## src/rtl/seg7_scan_rx.sv

```systemverilog
// Reader for a multiplexed common-anode 7-segment bus: synchronizes, qualifies and decodes each
// strobed digit and emits whole frames. Define SEG7_SCAN_RX_DP_EN to capture the decimal points.
module seg7_scan_rx #(
  parameter int NUM_DIGITS  = 4,
  parameter int SETTLE_CYC  = 8,
  parameter int TIMEOUT_CYC = 1000000
) (
  input  logic                      clk,
  input  logic                      rst_n,
  input  logic [7:0]                seg_in,
  input  logic [NUM_DIGITS-1:0]     an_in,
  output logic [4*NUM_DIGITS-1:0]   digits_out,
  output logic                      frame_valid,
  output logic [NUM_DIGITS-1:0]     digit_err,
  output logic [NUM_DIGITS-1:0]     blank,
  output logic [NUM_DIGITS-1:0]     dp_out,
  output logic                      stale
);

  localparam int IDX_W = (NUM_DIGITS > 1) ? $clog2(NUM_DIGITS) : 1;
  localparam int TMO_W = $clog2(TIMEOUT_CYC + 1);
  localparam logic [7:0] CNT_LAST = 8'(SETTLE_CYC - 1);
  localparam logic [NUM_DIGITS-1:0] AN_ONE = NUM_DIGITS'(1);
  localparam logic [TMO_W-1:0] TMO_RELOAD = TMO_W'(TIMEOUT_CYC);

  typedef enum logic [1:0] {IDLE, SETTLE, HOLD} state_t;

  function automatic logic [5:0] seg_decode(input logic [6:0] s);
    logic [5:0] r; // {blank, err, value}
    r = {2'b01, 4'hE};
    case (s)
      7'b1000000: r = {2'b00, 4'd0};
      7'b1111001: r = {2'b00, 4'd1};
      7'b0100100: r = {2'b00, 4'd2};
      7'b0110000: r = {2'b00, 4'd3};
      7'b0011001: r = {2'b00, 4'd4};
      7'b0010010: r = {2'b00, 4'd5};
      7'b0000010: r = {2'b00, 4'd6};
      7'b1111000: r = {2'b00, 4'd7};
      7'b0000000: r = {2'b00, 4'd8};
      7'b0010000: r = {2'b00, 4'd9};
      7'b1111111: r = {2'b10, 4'hF};
      default:    r = {2'b01, 4'hE};
    endcase
    return r;
  endfunction

  // Stage p0/p1: two-flop synchronizers; p2 holds the previous synchronized sample for change detection.
  logic [7:0]            seg_p0, seg_p1, seg_p2;
  logic [NUM_DIGITS-1:0] an_p0, an_p1, an_p2;

  always_ff @(posedge clk or negedge rst_n) begin
    if (!rst_n) begin
      seg_p0 <= '1;
      seg_p1 <= '1;
      seg_p2 <= '1;
      an_p0  <= '1;
      an_p1  <= '1;
      an_p2  <= '1;
    end else begin
      seg_p0 <= seg_in;
      seg_p1 <= seg_p0;
      seg_p2 <= seg_p1;
      an_p0  <= an_in;
      an_p1  <= an_p0;
      an_p2  <= an_p1;
    end
  end

  // Stage p1 qualification: exactly one active-low strobe is a digit.
  logic [NUM_DIGITS-1:0] an_low;
  logic                  an_ok, an_chg, seg_chg;
  logic [IDX_W-1:0]      an_idx;
  logic [5:0]            dec;

  assign an_low  = ~an_p1;
  assign an_ok   = (an_low != '0) && ((an_low & (an_low - AN_ONE)) == '0);
  assign an_chg  = (an_p1 != an_p2);
  assign seg_chg = (seg_p1 != seg_p2);
  assign dec     = seg_decode(seg_p1[6:0]);

  always_comb begin
    an_idx = '0;
    for (int k = 0; k < NUM_DIGITS; k++)
      if (!an_p1[k]) an_idx = IDX_W'(k);
  end

  state_t           state, state_nxt;
  logic [7:0]       cnt, cnt_nxt;
  logic [IDX_W-1:0] idx, idx_nxt;
  logic             cap;

  always_comb begin
    state_nxt = state;
    cnt_nxt   = cnt;
    idx_nxt   = idx;
    cap       = 1'b0;
    case (state)
      IDLE: begin
        if (an_ok) begin
          state_nxt = SETTLE;
          cnt_nxt   = '0;
          idx_nxt   = an_idx;
        end
      end
      SETTLE: begin
        if (an_chg || seg_chg) begin
          state_nxt = an_ok ? SETTLE : IDLE;
          cnt_nxt   = '0;
          idx_nxt   = an_idx;
        end else if (cnt == CNT_LAST) begin
          cap       = 1'b1;
          state_nxt = HOLD;
        end else begin
          cnt_nxt = cnt + 8'd1;
        end
      end
      HOLD: begin
        // Segment changes while the same anode stays lit must not re-capture.
        if (an_chg) begin
          state_nxt = an_ok ? SETTLE : IDLE;
          cnt_nxt   = '0;
          idx_nxt   = an_idx;
        end
      end
      default: state_nxt = IDLE;
    endcase
  end

  // Stage p2: slot write; the completing capture is merged before the frame is copied out.
  logic [4*NUM_DIGITS-1:0] slot_val, slot_val_nxt;
  logic [NUM_DIGITS-1:0]   slot_err, slot_err_nxt, slot_blank, slot_blank_nxt;
  logic [NUM_DIGITS-1:0]   mask, mask_nxt;
  logic                    frame_done;
  logic [TMO_W-1:0]        tmo;

  always_comb begin
    slot_val_nxt   = slot_val;
    slot_err_nxt   = slot_err;
    slot_blank_nxt = slot_blank;
    mask_nxt       = mask;
    if (cap) begin
      slot_val_nxt[4*idx +: 4] = dec[3:0];
      slot_err_nxt[idx]        = dec[4];
      slot_blank_nxt[idx]      = dec[5];
      mask_nxt[idx]            = 1'b1;
    end
  end

  assign frame_done = cap && (mask_nxt == '1);
  assign stale      = (tmo == '0);

  always_ff @(posedge clk) begin
    slot_val   <= slot_val_nxt;
    slot_err   <= slot_err_nxt;
    slot_blank <= slot_blank_nxt;
  end

  always_ff @(posedge clk or negedge rst_n) begin
    if (!rst_n) begin
      state       <= IDLE;
      cnt         <= '0;
      idx         <= '0;
      mask        <= '0;
      tmo         <= TMO_RELOAD;
      frame_valid <= 1'b0;
      digits_out  <= '0;
      digit_err   <= '0;
      blank       <= '0;
    end else begin
      state       <= state_nxt;
      cnt         <= cnt_nxt;
      idx         <= idx_nxt;
      frame_valid <= frame_done;
      if (frame_done) begin
        mask       <= '0;
        tmo        <= TMO_RELOAD;
        digits_out <= slot_val_nxt;
        digit_err  <= slot_err_nxt;
        blank      <= slot_blank_nxt;
      end else begin
        mask <= mask_nxt;
        if (tmo != '0) tmo <= tmo - TMO_W'(1);
      end
    end
  end

`ifdef SEG7_SCAN_RX_DP_EN
  logic [NUM_DIGITS-1:0] slot_dp, slot_dp_nxt;

  always_comb begin
    slot_dp_nxt = slot_dp;
    if (cap) slot_dp_nxt[idx] = ~seg_p1[7];
  end

  always_ff @(posedge clk) slot_dp <= slot_dp_nxt;

  always_ff @(posedge clk or negedge rst_n) begin
    if (!rst_n)          dp_out <= '0;
    else if (frame_done) dp_out <= slot_dp_nxt;
  end
`else
  assign dp_out = '0;
`endif

endmodule
```

## config.mk

```make
export PLATFORM = sky130hd
export DESIGN_NAME = seg7_scan_rx
export DESIGN_NICKNAME = d
export VERILOG_FILES = /design/src/rtl/seg7_scan_rx.sv
export SDC_FILE = /design/constraint.sdc
export NUM_CORES = 1
export LEC_CHECK = 0
export BUFFER_PORTS_ARGS = -buffer_cell sky130_fd_sc_hd__buf_2
export CELL_PAD_IN_SITES_DETAIL_PLACEMENT = 1
export CELL_PAD_IN_SITES_GLOBAL_PLACEMENT = 2
export CORE_ASPECT_RATIO = 0.9
export CORE_UTILIZATION = 40
export CTS_BUF_LIST = sky130_fd_sc_hd__clkbuf_16
export DETAILED_ROUTE_END_ITERATION = 10
export PLACE_DENSITY = 0.85
export REMOVE_ABC_BUFFERS = 1
export SLEW_MARGIN = 20
export SYNTH_ARGS = -nofsm -noshare
export SYNTH_HDL_FRONTEND = slang
export SYNTH_SLANG_ARGS = --single-unit
```

## constraint.sdc

```tcl
create_clock -name clk -period 3.2 [get_ports clk]
set_input_delay 0.64 -clock clk [delete_from_list [all_inputs] [get_ports clk]]
set_output_delay 0.64 -clock clk [all_outputs]
set_load 0.005 [all_outputs]
```

* After elaboration in Yosys (flattened, before gate mapping)
Index checks and enable logic that the tools add are counted.
Cells by class: add/sub/neg operators 4, $lt $le $gt $ge 2, eq/ne operators 21, shift-type cells 2, muxes and demuxes 34, bitwise operators 3, reduce and logical (&&, ||, !) cells 15
Operators by type and width (count):
- $pmux W6 S11 | 1
- $mux W20 | 2
- $neg A4 Y34 | 1
- $shift A4 B34 Y16 const A | 1
- $shiftx A4 B34 Y16 | 1
- $mux W8 | 4
- $eq A7 B7 Y1 const B | 4
- $pmux W8 S3 | 1
- $eq A7 B5 Y1 const B | 3
- $logic_not A20 Y1 | 1
- $reduce_bool A20 Y1 | 1
- $sub A20 B1 Y20 const B | 1
- $mux W2 | 9
- $bwmux W16 | 1
- $mux W16 | 1
- $mux W4 | 4
- $eq A7 B6 Y1 const B | 2
- $pmux W2 S3 | 2
- $add A8 B1 Y8 const B | 1
- $bwmux W4 | 2
- $eq A8 B3 Y1 const B | 1
- $ne A8 B8 Y1 | 1
- $reduce_and A4 Y1 | 2
- $eq A7 B2 Y1 const B | 1
- 23 further kinds | 33
Storage, ports and cells: register bits after elaboration 121, input bits 14, output and inout port bits 30, word-level logic and storage cells 99

* Logic depth before layout (Yosys ltp)
Gate-level depths: netlist of run 1.
word-level depth 9, gate-level depth with buffers 11, gate-level depth less buffers 7

* Least setup slack after synthesis of run 1
No wires, ideal clock.
path type reg2out, from register tmo[0], to output stale, data arrival time 1.824 ns, data required time 2.560 ns, path slack 0.736 ns, stages on the path, launching flop included 7, buffers on the path 1, cell sequence dfrtp_1 inv_1 ha_1 or4b_4 or3_1 clkbuf_1 nor2_2
Between the ends: word-level cells in the longest chain between the ends 1
Ends and longest elaborated chain:
- start: declaration | line 135 | logic [TMO_W-1:0] tmo;
- start signal: assignment | line 183 | if (tmo != '0) tmo <= tmo - TMO_W'(1);
- $logic_not A20 Y1 | line 151 | assign stale = (tmo == '0);
- end: declaration | line 17 | output logic stale
No other way between the ends.

* Final worst setup path of run 1
from register tmo[5], to output stale
The elaborated chain is that of the path after synthesis.

==> results of run 1 <==
routing by layer:
layer  up-vias  part of all wire  GRT usage
met5         -                 0          0
met4         0             0.013     0.0792
met3        15             0.039     0.0484
met2        67              0.48      0.324
met1      2104              0.47      0.261
li1       1951                 -          -
layout by cell type, fill, tap and decap left out, types with 5 or more instances in the layout:
cell,instances
sky130_fd_sc_hd__a21oi_1,23
sky130_fd_sc_hd__a31oi_1,21
sky130_fd_sc_hd__and3_1,7
sky130_fd_sc_hd__buf_2,38
sky130_fd_sc_hd__buf_4,13
sky130_fd_sc_hd__clkbuf_16,17
sky130_fd_sc_hd__clkinv_2,5
sky130_fd_sc_hd__dfrtp_1,54
sky130_fd_sc_hd__dfstp_2,43
sky130_fd_sc_hd__dfxtp_1,24
sky130_fd_sc_hd__ha_1,10
sky130_fd_sc_hd__inv_1,17
sky130_fd_sc_hd__mux2_2,19
sky130_fd_sc_hd__mux2i_1,7
sky130_fd_sc_hd__nand2_1,30
sky130_fd_sc_hd__nand2b_1,12
sky130_fd_sc_hd__nand3_1,14
sky130_fd_sc_hd__nand4_1,14
sky130_fd_sc_hd__nor2_1,26
sky130_fd_sc_hd__nor2b_1,8
sky130_fd_sc_hd__nor3_1,12
sky130_fd_sc_hd__nor4_1,12
sky130_fd_sc_hd__o211ai_1,9
sky130_fd_sc_hd__o21ai_0,16
sky130_fd_sc_hd__xnor2_1,23
sky130_fd_sc_hd__xor2_1,7
path summary, 6_finish.rpt:
check / endpoint / slack [ns] / startpoint / depth (start not counted)
max: stale / 0.16 / tmo[5] / 4
min: cnt[4] / 0.24 / rst_n / 1
max reg2reg: digits_out[0] / 0.56 / seg_p1[5] / 5
min reg2reg: an_p1[0] / 0.35 / an_p0[0] / 0
max in group asynchronous: an_p1[1] / 2.21 / rst_n / 2
min in group clk: seg_p0[2] / 0.32 / seg_in[2] / 1
flip-flops by register name (all words and copies together) (netlist names), 4 cells and up:
| name | flops |
|---|---|
| digits_out | 16 |
| seg_p1 | 8 |
| slot_val | 16 |
| cnt | 8 |
| seg_p2 | 8 |
| blank | 4 |
| slot_blank | 4 |
| tmo | 20 |
| an_p1 | 4 |
| seg_p0 | 8 |
| slot_err | 4 |
| an_p0 | 4 |
| mask | 4 |
| digit_err | 4 |
| an_p2 | 4 |
cells by family (layout without fill, tap and decap cells):
kind of cell	Yosys count	count (layout)	synth area share
fa+ha+maj	10	10	0.0220
mux	28	28	0.0539
xor+xnor	31	31	0.0491
flops	121	121	0.521
compound gates	101	101	0.125
simple gates	176	176	0.188
other cells	1	4	0.000660
buf+inv	48	102	0.0407
power by group through the flow:
stage | logic (mW) | clock network, mW | registers [mW]
2_1_floorplan | 0.325 | 0 | 1.66
3_3_place_gp | 0.462 | 0 | 1.67
3_5_place_dp | 0.469 | 0 | 1.67
4_1_cts | 0.482 | 1.78 | 1.65
5_1_grt | 0.536 | 1.83 | 1.66
6_report | 0.481 | 1.73 | 1.65
cell type report:
cell class	instances	area, um^2	share of cell area
sequential	121	2960	0.447
inverter	17	63.8	0.00962
clock buffer	17	425	0.0642
multi-input combinational	350	2510	0.378
clock inverter	15	110	0.0166
timing repair buffer	53	328	0.0494
tap	189	236	0.0357
stage by stage:
| stage | TNS [ns] | util | hold slack, ns | std cells |
|---|---|---|---|---|
| finish | 0 | 0.487 | 0.240 | 762 |
| global route | 0 | 0.487 | 0.280 | 762 |
| detailed placement | 0 | 0.447 | 0.347 | 730 |
| global placement | 0 | 0.447 | 0.346 | 730 |
| floorplan | -1.62 | - | 0.344 | 488 |
| CTS | 0 | 0.487 | 0.259 | 762 |
what timing repair did:
item	4_1_cts	5_1_grt
endpoints found under the setup margin	0	1
endpoints found under the hold margin	0	0
gates resized for setup	0	1
==> qor.json, run 1 <==
{
  "num_cts_buffers": {"value": 17},
  "final_power": {"value": 3.86, "unit": "mW"},
  "detail_route.wirelength": {"value": 13.3, "unit": "mm"},
  "finalHoldViolCount": {"value": 0},
  "floorplan.die.width": {"value": 128, "unit": "um"},
  "start_util": {"value": 0.417},
  "synth-warning-count": {"value": 0},
  "path_common_cell": {"value": "sky130_fd_sc_hd__or4_4"},
  "drt-initial-drc-count": {"value": 150},
  "synth_sequential_area_ratio": {"value": 0.521},
  "post_synth_design_cell_area": {"value": 0.00568, "unit": "mm^2"},
  "design.portCount": {"value": 44},
  "timing.critical_path.arrival": {"value": 2.40, "unit": "ns"},
  "yosys-top-cells-area": {"value": "sky130_fd_sc_hd__dfrtp_1, sky130_fd_sc_hd__dfstp_2, sky130_fd_sc_hd__dfxtp_1"},
  "finalCriticalPeriod": {"value": 3.04, "unit": "ns"},
  "antenna_found_initial": {"value": 0},
  "setup-violations-final": {"value": 0},
  "synth_top_cell_by_area": {"value": "sky130_fd_sc_hd__dfrtp_1"},
  "max-clock-path-buffers": {"value": 2},
  "cpMaxStageDelayCell": {"value": "sky130_fd_sc_hd__or4_4"},
  "crit_path_start_kind": {"value": "flip-flop"},
  "vias": {"value": 4137},
  "count_of_nets_left_with_antenna_violations_after_detail_routing": {"value": 0},
  "relSlewSlack": {"value": 0.513},
  "cts_root_buffer": {"value": "sky130_fd_sc_hd__clkbuf_16"},
  "result_of_the_run": {"value": "complete, no violations"},
  "power_switching": {"value": 1.05, "unit": "mW"},
  "clock_sink_count": {"value": 121},
  "synthCells": {"value": 516},
  "crit_path_max_fanout": {"value": 13},
  "ys_top_cells_by_count": {"value": "sky130_fd_sc_hd__dfrtp_1, sky130_fd_sc_hd__dfstp_2, sky130_fd_sc_hd__nand2_1"},
  "timing.critical_path.cells": {"value": "or4_4 > or4_4 > nor2_2 > buf_2"},
  "detailedPlace.worstSlack": {"value": 0.489, "unit": "ns"},
  "power.switching_fraction": {"value": 0.271},
  "power_frac_clock": {"value": 0.448},
  "worst_ep_required_time": {"value": 2.56, "unit": "ns"},
  "grt_usage": {"value": 0.201},
  "drtPass1Iterations": {"value": 4},
  "htree_levels": {"value": 4},
  "max_clock_freq": {"value": 0.329, "unit": "GHz"},
  "post-synth-top-count-cell": {"value": "sky130_fd_sc_hd__dfrtp_1"},
  "share_seq_of_total_power": {"value": 0.427},
  "worst_slack": {"value": 0.156, "unit": "ns"},
  "post-dp-hpwl": {"value": 8.85, "unit": "mm"},
  "post_dr_wirelength_cell": {"value": 17.5, "unit": "um"},
  "grt.overflow.total": {"value": 0},
  "yosysTopAreaCellShare": {"value": 0.238},
  "synth_edf_count": {"value": 0},
  "remaining_drc_errors": {"value": 0},
  "syn_area_per_cell": {"value": 11.0, "unit": "um^2"},
  "grt_first_pass_wirelength": {"value": 22.5, "unit": "mm"},
  "clock_insertion_delay_worst_skew": {"value": 0.42, "unit": "ns"},
  "post-cts-setup-buffer-count": {"value": 0},
  "synth_async_sr_flop_share": {"value": 0.802},
  "critical_path_max_stage_delay": {"value": 0.64, "unit": "ns"},
  "chipHeight": {"value": 115, "unit": "um"},
  "cellInternalPower": {"value": 2.81, "unit": "mW"},
  "crit_type": {"value": "flip-flop to output port"},
  "antenna_cells": {"value": 0},
  "gp_congestion": {"value": 0.811},
  "ys_types": {"value": 68},
  "synth_top_flop_cell": {"value": "sky130_fd_sc_hd__dfrtp_1"},
  "placed_area": {"value": 0.00609, "unit": "mm^2"},
  "crit_buf_inv": {"value": 1},
  "routed_via_density": {"value": 5.43},
  "yosys_register_bits": {"value": 121},
  "rows": {"value": 40},
  "cts_hold_buffers": {"value": 0},
  "worst_slew_pin_slew": {"value": 0.725, "unit": "ns"},
  "fin_skew": {"value": 0.00833, "unit": "ns"},
  "max-vdd-ir-drop": {"value": 453, "unit": "uV"},
  "cp_top_family": {"value": "simple AND/OR/NAND/NOR gates"},
  "numPortBuffers": {"value": 39},
  "cts.clk_slew.worst_paths": {"value": 0.06, "unit": "ns"},
  "endpoint_kind": {"value": "output port"},
  "p_comb_frac": {"value": 0.125},
  "final_number_of_max_transition_violations": {"value": 0},
  "design.core.area": {"value": 0.0136, "unit": "mm^2"},
  "cts_tree": {"value": "built"},
  "final_min_period_over_clock_period": {"value": 0.951},
  "cellPowerDensity": {"value": 582, "unit": "mW/mm^2"},
  "pleak": {"value": 2.98, "unit": "nW"},
  "hold_path.class": {"value": "input pin to asynchronous set/reset pin"},
  "finalNetCount": {"value": 584},
  "rsz0062_at_grt": {"value": "false"},
  "post_route_cells_drive_above_1_share": {"value": 0.297},
  "die_area": {"value": 0.0147, "unit": "mm^2"},
  "first_global_vias": {"value": 4366},
  "fill_cell_count": {"value": 1493},
  "drv_cap": {"value": 0},
  "synthToLayoutAreaGrowth": {"value": 16.7, "unit": "%"},
  "grt_max_degree": {"value": 56},
  "fin_area": {"value": 0.00663, "unit": "mm^2"}
}
Power figures use the tool's default switching activity.
==> run 2, diff against run 1 <==
--- a/config.mk
+++ b/config.mk
@@ -5,15 +5,17 @@
 export SDC_FILE = /design/constraint.sdc
 export NUM_CORES = 1
 export LEC_CHECK = 0
+export ABC_AREA = 1
 export BUFFER_PORTS_ARGS = -buffer_cell sky130_fd_sc_hd__buf_2
 export CELL_PAD_IN_SITES_DETAIL_PLACEMENT = 1
 export CELL_PAD_IN_SITES_GLOBAL_PLACEMENT = 2
 export CORE_ASPECT_RATIO = 0.9
-export CORE_UTILIZATION = 40
+export CORE_UTILIZATION = 36
 export CTS_BUF_LIST = sky130_fd_sc_hd__clkbuf_16
 export DETAILED_ROUTE_END_ITERATION = 10
 export PLACE_DENSITY = 0.85
 export REMOVE_ABC_BUFFERS = 1
+export SETUP_SLACK_MARGIN = 0.1
 export SLEW_MARGIN = 20
 export SYNTH_ARGS = -nofsm -noshare
 export SYNTH_HDL_FRONTEND = slang
==> qor.json, run 2 <==
{
  "result_of_the_run": {"value": "complete, no violations"},
  "post-dp-hpwl": {"value": 9.16, "unit": "mm", "change": "+3.5%"},
  "endpoint_kind": {"value": "output port"},
  "detailedPlace.worstSlack": {"value": 0.572, "unit": "ns", "change": "+0.0836 ns"},
  "antenna_found_initial": {"value": 0, "change": "unchanged"},
  "clock_insertion_delay_worst_skew": {"value": 0.42, "unit": "ns", "change": "about the same"},
  "max-vdd-ir-drop": {"value": 410, "unit": "uV", "change": "-9.5%"},
  "synthToLayoutAreaGrowth": {"value": 17.1, "unit": "%"},
  "finalNetCount": {"value": 747, "change": "+28%"},
  "yosysTopAreaCellShare": {"value": 0.240, "change": "+0.00249"},
  "max-clock-path-buffers": {"value": 2, "change": "unchanged"},
  "worst_ep_required_time": {"value": 2.56, "unit": "ns", "change": "about the same"},
  "cellPowerDensity": {"value": 593, "unit": "mW/mm^2", "change": "+1.9%"},
  "yosys.area_share.simple": {"value": 0.313, "change": "+0.125"},
  "start_util": {"value": 0.376, "change": "-0.0419"},
  "cts_root_buffer": {"value": "sky130_fd_sc_hd__clkbuf_16"},
  "ctsResizeCount": {"value": 0, "change": "unchanged"},
  "synth_async_sr_flop_share": {"value": 0.802, "change": "unchanged"},
  "cts_hold_buffers": {"value": 0, "change": "unchanged"},
  "regMostFlops": {"value": "tmo"},
  "drv_cap": {"value": 0, "change": "unchanged"},
  "final_cell_count_no_fill": {"value": 934, "change": "+23%"},
  "worst_slew_pin_slew": {"value": 0.773, "unit": "ns", "change": "+0.0475 ns"},
  "post_route_cells_drive_above_1_share": {"value": 0.205, "change": "-0.0915"},
  "htree_levels": {"value": 4, "change": "unchanged"},
  "synth_top_family_by_area": {"value": "simple AND/OR/NAND/NOR gates"},
  "synth_top_cell_by_area": {"value": "sky130_fd_sc_hd__dfrtp_1"},
  "reg_top3": {"value": "tmo: 20 flops, digits_out: 16 flops, slot_val: 16 flops"},
  "setup-violations-final": {"value": 0, "change": "unchanged"},
  "die_area": {"value": 0.0161, "unit": "mm^2", "change": "+9.8%"},
  "detail_route.wirelength": {"value": 12.7, "unit": "mm", "change": "-4.4%"},
  "post-synth-top-count-cell": {"value": "sky130_fd_sc_hd__nand2_1"},
  "synth_top_flop_cell": {"value": "sky130_fd_sc_hd__dfrtp_1"},
  "post_dr_wirelength_cell": {"value": 13.6, "unit": "um", "change": "-22%"},
  "synth-warning-count": {"value": 0, "change": "unchanged"},
  "grt_first_pass_wirelength": {"value": 22.3, "unit": "mm", "change": "-0.71%"},
  "finalHoldViolCount": {"value": 0, "change": "unchanged"},
  "num_cts_buffers": {"value": 17, "change": "unchanged"},
  "yosys_register_bits": {"value": 121, "change": "unchanged"},
  "worst_slack": {"value": 0.462, "unit": "ns", "change": "+0.305 ns"},
  "synthCells": {"value": 673, "change": "+30%"},
  "yosys-top-cells-area": {"value": "sky130_fd_sc_hd__dfrtp_1, sky130_fd_sc_hd__dfstp_2, sky130_fd_sc_hd__nand2_1"},
  "crit_type": {"value": "flip-flop to output port"},
  "pleak": {"value": 3.41, "unit": "nW", "change": "+15%"},
  "clock_sink_count": {"value": 121, "change": "unchanged"},
  "vias": {"value": 4399, "change": "+6.3%"},
  "largest_register_ff_count": {"value": 20, "change": "unchanged"},
  "finalCriticalPeriod": {"value": 2.74, "unit": "ns", "change": "-0.305 ns"},
  "design.core.area": {"value": 0.0150, "unit": "mm^2", "change": "+10%"},
  "first_global_vias": {"value": 4658, "change": "+6.7%"},
  "cts_tree": {"value": "built"},
  "fin_skew": {"value": 0.00911, "unit": "ns", "change": "+0.000776 ns"},
  "cts.clk_slew.worst_paths": {"value": 0.06, "unit": "ns", "change": "about the same"},
  "synth_sequential_area_ratio": {"value": 0.527, "change": "+0.00545"},
  "timing.critical_path.arrival": {"value": 2.10, "unit": "ns", "change": "-0.30 ns"},
  "fill_cell_count": {"value": 1777, "change": "+19%"},
  "count_of_nets_left_with_antenna_violations_after_detail_routing": {"value": 0, "change": "unchanged"},
  "rows": {"value": 42, "change": "+5.0%"},
  "grt.overflow.total": {"value": 0, "change": "unchanged"},
  "gp_congestion": {"value": 0.824, "change": "+1.7%"},
  "synth_xor_xnor_area_share": {"value": 0.0358, "change": "-0.0133"},
  "final_number_of_max_transition_violations": {"value": 0, "change": "unchanged"},
  "synthAdderAreaFrac": {"value": 0.0222, "change": "+0.000230"},
  "post-cts-setup-buffer-count": {"value": 0, "change": "unchanged"},
  "chipHeight": {"value": 121, "unit": "um", "change": "+4.8%"},
  "most-common-layout-cells": {"value": "sky130_fd_sc_hd__nand2_1, sky130_fd_sc_hd__nor2_1, sky130_fd_sc_hd__inv_1"},
  "grt_max_degree": {"value": 82, "change": "+46%"},
  "crit_path_start_kind": {"value": "flip-flop"},
  "fin_tns_setup": {"value": 0, "unit": "ns", "change": "unchanged"},
  "design.portCount": {"value": 44, "change": "unchanged"},
  "synth_edf_count": {"value": 0, "change": "unchanged"},
  "final_min_period_over_clock_period": {"value": 0.856, "change": "-0.0955"},
  "antenna_cells": {"value": 0, "change": "unchanged"},
  "drtPass1Iterations": {"value": 4, "change": "unchanged"},
  "max_clock_freq": {"value": 0.365, "unit": "GHz", "change": "+11%"},
  "remaining_drc_errors": {"value": 0, "change": "unchanged"},
  "crit_path_max_fanout": {"value": 4, "change": "-9"},
  "post_synth_design_cell_area": {"value": 0.00562, "unit": "mm^2", "change": "-1.0%"},
  "grt_usage": {"value": 0.178, "change": "-0.0228"},
  "synth_compound_area_frac": {"value": 0.0340, "change": "-0.0908"},
  "relSlewSlack": {"value": 0.485, "change": "-0.0280"},
  "ys_types": {"value": 37, "change": "-46%"},
  "numPlacedInstances": {"value": 902, "change": "+24%"},
  "ys_top_cells_by_count": {"value": "sky130_fd_sc_hd__nand2_1, sky130_fd_sc_hd__nor2_1, sky130_fd_sc_hd__inv_1"},
  "routed_via_density": {"value": 4.71, "change": "-13%"},
  "mux_contribution_to_synthesized_area": {"value": 0, "change": "-0.0539"},
  "drt-initial-drc-count": {"value": 175, "change": "+17%"},
  "layout.cells.most_common": {"value": "sky130_fd_sc_hd__nand2_1"},
  "syn_area_per_cell": {"value": 8.36, "unit": "um^2", "change": "-24%"},
  "hold_path.class": {"value": "input pin to asynchronous set/reset pin"},
  "rsz0062_at_grt": {"value": "false"},
  "floorplan.die.width": {"value": 134, "unit": "um", "change": "+4.8%"},
  "numPortBuffers": {"value": 39, "change": "unchanged"}
}
run 2: changes by cell type after synthesis, moves of 18 or more:
cell | previous run | this run
sky130_fd_sc_hd__nand2_1 | 30 | 217
sky130_fd_sc_hd__inv_1 | 17 | 65
sky130_fd_sc_hd__nor2_1 | 26 | 74
sky130_fd_sc_hd__nand3_1 | 14 | 49
sky130_fd_sc_hd__a31oi_1 | 21 | 1
sky130_fd_sc_hd__mux2_2 | 19 | 0
sky130_fd_sc_hd__a21oi_1 | 23 | 5
run 2: layout make-up:
class | instances | area (um^2) | area share
clock inverters | 15 | 160 | 0.0243
repair buffers | 42 | 224 | 0.0340
multi-input cells | 469 | 2290 | 0.348
well taps | 198 | 248 | 0.0376
inverters | 72 | 272 | 0.0412
clock buffers | 17 | 425 | 0.0646
flip-flops and latches | 121 | 2960 | 0.450
run 2: routing by layer:
layer  GRT usage  wire length (um)
met1       0.218              6060
met3      0.0407               339
met5           0                 0
met4      0.0810               287
met2       0.297              6030
run 2: metrics by stage:
step           instance area, um^2  hold slack [ns]  power (mW)   util
4_1_cts                       6580            0.301        3.97  0.439
5_1_grt                       6580            0.302        4.09  0.440
3_3_place_gp                  5990            0.346        2.03  0.400
6_report                      6580            0.238        3.90  0.440
2_1_floorplan                 5530            0.344        1.91      -
3_5_place_dp                  5990            0.347        2.04  0.400
run 2: path summary, 6_finish.rpt:
path	start	to	slack (ns)	cells past startpoint
max	tmo[12]	stale	0.46	5
min	rst_n	blank[1]	0.24	1
max reg2reg	seg_p1[6]	digits_out[13]	0.59	14
min reg2reg	seg_p0[4]	seg_p1[4]	0.35	0
max in group asynchronous	rst_n	an_p0[1]	2.18	2
min in group clk	seg_in[6]	seg_p0[6]	0.32	1
run 2: cell families (layout without fill, tap and decap cells):
kind of cell,Yosys count,after routing
AND/OR/NAND/NOR,397,397
flip-flops,121,121
buffers and inverters,86,146
AO/OA/AOI/OAI,35,35
XOR/XNOR,23,23
adder cells (fa/ha/maj),10,10
other,1,4
run 2: report_power, final:
group,internal (mW),switching [mW]
sequential,1.59,0.0580
clock,1.21,0.682
combinational,0.108,0.262
total,2.90,1.00
run 2: worst max-delay path, stage by stage (launching register included):
cell and delay [ns]:
sky130_fd_sc_hd__dfrtp_1 0.42, sky130_fd_sc_hd__or2_2 0.30, sky130_fd_sc_hd__nor3_1 0.24, sky130_fd_sc_hd__nand2_1 0.14
sky130_fd_sc_hd__nor3_1 0.38, sky130_fd_sc_hd__buf_2 0.20
==> run 3, diff against run 2 <==
--- a/config.mk
+++ b/config.mk
@@ -14,6 +14,7 @@
 export CTS_BUF_LIST = sky130_fd_sc_hd__clkbuf_16
 export DETAILED_ROUTE_END_ITERATION = 10
 export PLACE_DENSITY = 0.85
+export RECOVER_POWER = 50
 export REMOVE_ABC_BUFFERS = 1
 export SETUP_SLACK_MARGIN = 0.1
 export SLEW_MARGIN = 20
==> qor.json, run 3 (synthesis results as in run 2) <==
{
  "result_of_the_run": {"value": "finished with violations"},
  "violations": {"value": "capacitance limit, slew limit"},
  "routed_via_density": {"value": 4.70, "change": "-0.14%"},
  "antenna_cells": {"value": 0, "change": "unchanged"},
  "cts.clk_slew.worst_paths": {"value": 0.06, "unit": "ns", "change": "about the same"},
  "worst_ep_required_time": {"value": 2.56, "unit": "ns", "change": "about the same"},
  "detailedPlace.worstSlack": {"value": 0.572, "unit": "ns", "change": "unchanged"},
  "grt_usage": {"value": 0.178, "change": "unchanged"},
  "path_common_cell": {"value": "sky130_fd_sc_hd__nor3_1"},
  "finalHoldViolCount": {"value": 0, "change": "unchanged"},
  "fin_skew": {"value": 0.00882, "unit": "ns", "change": "-0.000286 ns"},
  "drt-initial-drc-count": {"value": 167, "change": "-4.6%"},
  "clock_sink_count": {"value": 121, "change": "unchanged"},
  "regMostFlops": {"value": "tmo"},
  "post_route_cells_drive_above_1_share": {"value": 0.188, "change": "-0.0177"},
  "design.core.area": {"value": 0.0150, "unit": "mm^2", "change": "unchanged"},
  "rows": {"value": 42, "change": "unchanged"},
  "count_of_nets_left_with_antenna_violations_after_detail_routing": {"value": 0, "change": "unchanged"},
  "timing.critical_path.arrival": {"value": 2.10, "unit": "ns", "change": "about the same"},
  "largest_register_ff_count": {"value": 20, "change": "unchanged"},
  "synthToLayoutAreaGrowth": {"value": 16.9, "unit": "%"},
  "post_dr_wirelength_cell": {"value": 13.6, "unit": "um", "change": "about the same"},
  "vias": {"value": 4393, "change": "-0.14%"},
  "first_global_vias": {"value": 4658, "change": "unchanged"},
  "max-clock-path-buffers": {"value": 2, "change": "unchanged"},
  "max-vdd-ir-drop": {"value": 409, "unit": "uV", "change": "about the same"},
  "timing.reg2reg.worst_path_depth": {"value": 14, "change": "unchanged"},
  "grt_first_pass_wirelength": {"value": 22.3, "unit": "mm", "change": "unchanged"},
  "cts_hold_buffers": {"value": 0, "change": "unchanged"},
  "reg_top3": {"value": "tmo: 20 flops, digits_out: 16 flops, slot_val: 16 flops"},
  "worst_slew_pin_slew": {"value": 2.03, "unit": "ns", "change": "+1.26 ns"},
  "finalNetCount": {"value": 747, "change": "unchanged"},
  "start_util": {"value": 0.376, "change": "unchanged"},
  "cpMaxStageDelayCell": {"value": "sky130_fd_sc_hd__dfrtp_1"},
  "r2r_setup_slack": {"value": 0.51, "unit": "ns", "change": "-0.08 ns"},
  "layout.cells.most_common": {"value": "sky130_fd_sc_hd__nand2_1"},
  "max_clock_freq": {"value": 0.365, "unit": "GHz", "change": "about the same"},
  "grt.overflow.total": {"value": 0, "change": "unchanged"},
  "most-common-layout-cells": {"value": "sky130_fd_sc_hd__nand2_1, sky130_fd_sc_hd__nor2_1, sky130_fd_sc_hd__inv_1"},
  "remaining_drc_errors": {"value": 0, "change": "unchanged"},
  "chipHeight": {"value": 121, "unit": "um", "change": "unchanged"},
  "worstHoldPathCells": {"value": 1},
  "die_area": {"value": 0.0161, "unit": "mm^2", "change": "unchanged"},
  "floorplan.die.width": {"value": 134, "unit": "um", "change": "unchanged"},
  "crit_path_start_kind": {"value": "flip-flop"},
  "cts_root_buffer": {"value": "sky130_fd_sc_hd__clkbuf_16"},
  "pleak": {"value": 3.40, "unit": "nW", "change": "-0.36%"},
  "final_number_of_max_transition_violations": {"value": 82, "change": "+82"},
  "drtPass1Iterations": {"value": 4, "change": "unchanged"},
  "finalCriticalPeriod": {"value": 2.74, "unit": "ns", "change": "+0.000471 ns"},
  "post-dp-hpwl": {"value": 9.16, "unit": "mm", "change": "unchanged"},
  "grt_max_degree": {"value": 82, "change": "unchanged"},
  "design.portCount": {"value": 44, "change": "unchanged"},
  "numPortBuffers": {"value": 39, "change": "unchanged"},
  "timing.critical_path.cells": {"value": "or2_2 > nor3_1 > nand2_1 > nor3_1 > buf_2"},
  "post-cts-setup-buffer-count": {"value": 0, "change": "unchanged"},
  "hold_path.class": {"value": "input pin to flip-flop"},
  "endpoint_kind": {"value": "output port"},
  "relSlewSlack": {"value": -0.356, "change": "-0.840"},
  "clock_insertion_delay_worst_skew": {"value": 0.42, "unit": "ns", "change": "about the same"},
  "antenna_found_initial": {"value": 0, "change": "unchanged"},
  "setup-violations-final": {"value": 0, "change": "unchanged"},
  "cellPowerDensity": {"value": 593, "unit": "mW/mm^2", "change": "about the same"},
  "rsz0062_at_grt": {"value": "false"},
  "gp_congestion": {"value": 0.824, "change": "unchanged"},
  "cts_tree": {"value": "built"},
  "drv_cap": {"value": 1, "change": "+1"},
  "crit_path_max_fanout": {"value": 4, "change": "unchanged"},
  "worst_slack": {"value": 0.462, "unit": "ns", "change": "-0.000471 ns"},
  "htree_levels": {"value": 4, "change": "unchanged"},
  "critical_path_max_stage_delay": {"value": 0.42, "unit": "ns", "change": "about the same"},
  "fin_tns_setup": {"value": 0, "unit": "ns", "change": "unchanged"},
  "ctsResizeCount": {"value": 0, "change": "unchanged"},
  "final_min_period_over_clock_period": {"value": 0.856, "change": "about the same"},
  "num_cts_buffers": {"value": 17, "change": "unchanged"},
  "crit_type": {"value": "flip-flop to output port"},
  "detail_route.wirelength": {"value": 12.7, "unit": "mm", "change": "about the same"}
}
[run 3: cell types whose count changed in the layout (fill, tap and decap cells not counted)]
cell,previous run,this run
sky130_fd_sc_hd__dfstp_2,43,31
sky130_fd_sc_hd__clkbuf_1,0,1
sky130_fd_sc_hd__clkbuf_2,0,1
sky130_fd_sc_hd__buf_4,3,2
sky130_fd_sc_hd__dfstp_1,0,12
sky130_fd_sc_hd__buf_6,1,0
[run 3: area by class of cell]
cell class / instances / area, um^2
fill: 1780 / 8400
sequential: 121 / 2960
multi-input combinational: 469 / 2290
clock buffer: 17 / 425
inverter: 72 / 272
tap: 198 / 248
timing repair buffer: 42 / 214
clock inverter: 15 / 160
[run 3: worst paths after layout]
kind                                        to      start
min in group asynchronous             blank[1]      rst_n
worst min register to register       seg_p1[4]  seg_p0[4]
worst max register to register  digits_out[13]  seg_p1[6]
worst max-delay path                     stale    tmo[12]
worst min-delay path                 seg_p0[6]  seg_in[6]
max in group asynchronous               cnt[7]      rst_n
[run 3: metal layers]
metal / GRT usage / part of all wire
met5: 0 / 0
met3: 0.0407 / 0.026
met1: 0.218 / 0.48
met2: 0.297 / 0.47
met4: 0.0810 / 0.023
[run 3: power by group]
part | switching, mW | internal, mW
logic | 0.261 | 0.107
registers | 0.0580 | 1.58
clock network | 0.681 | 1.21
total | 1.00 | 2.90
[run 3: metrics by stage]
stage / instance area, um^2 / hold WS [ns] / total power, mW / instances / util
final: 6570 / 0.319 / 3.90 / 934 / 0.439
after floorplan: 5530 / 0.344 / 1.91 / 662 / -
after global routing: 6570 / 0.302 / 4.09 / 934 / 0.439
after global placement: 5990 / 0.346 / 2.03 / 902 / 0.400
after CTS: 6580 / 0.301 / 3.97 / 934 / 0.439
after detailed placement: 5990 / 0.347 / 2.04 / 902 / 0.400
[run 3: worst max-delay path: cells and delay by family (launching register included)]
family,cells,cell delay (ns)
and+or+nand+nor,4,1.06
buffers and inverters,1,0.20
DFF,1,0.42
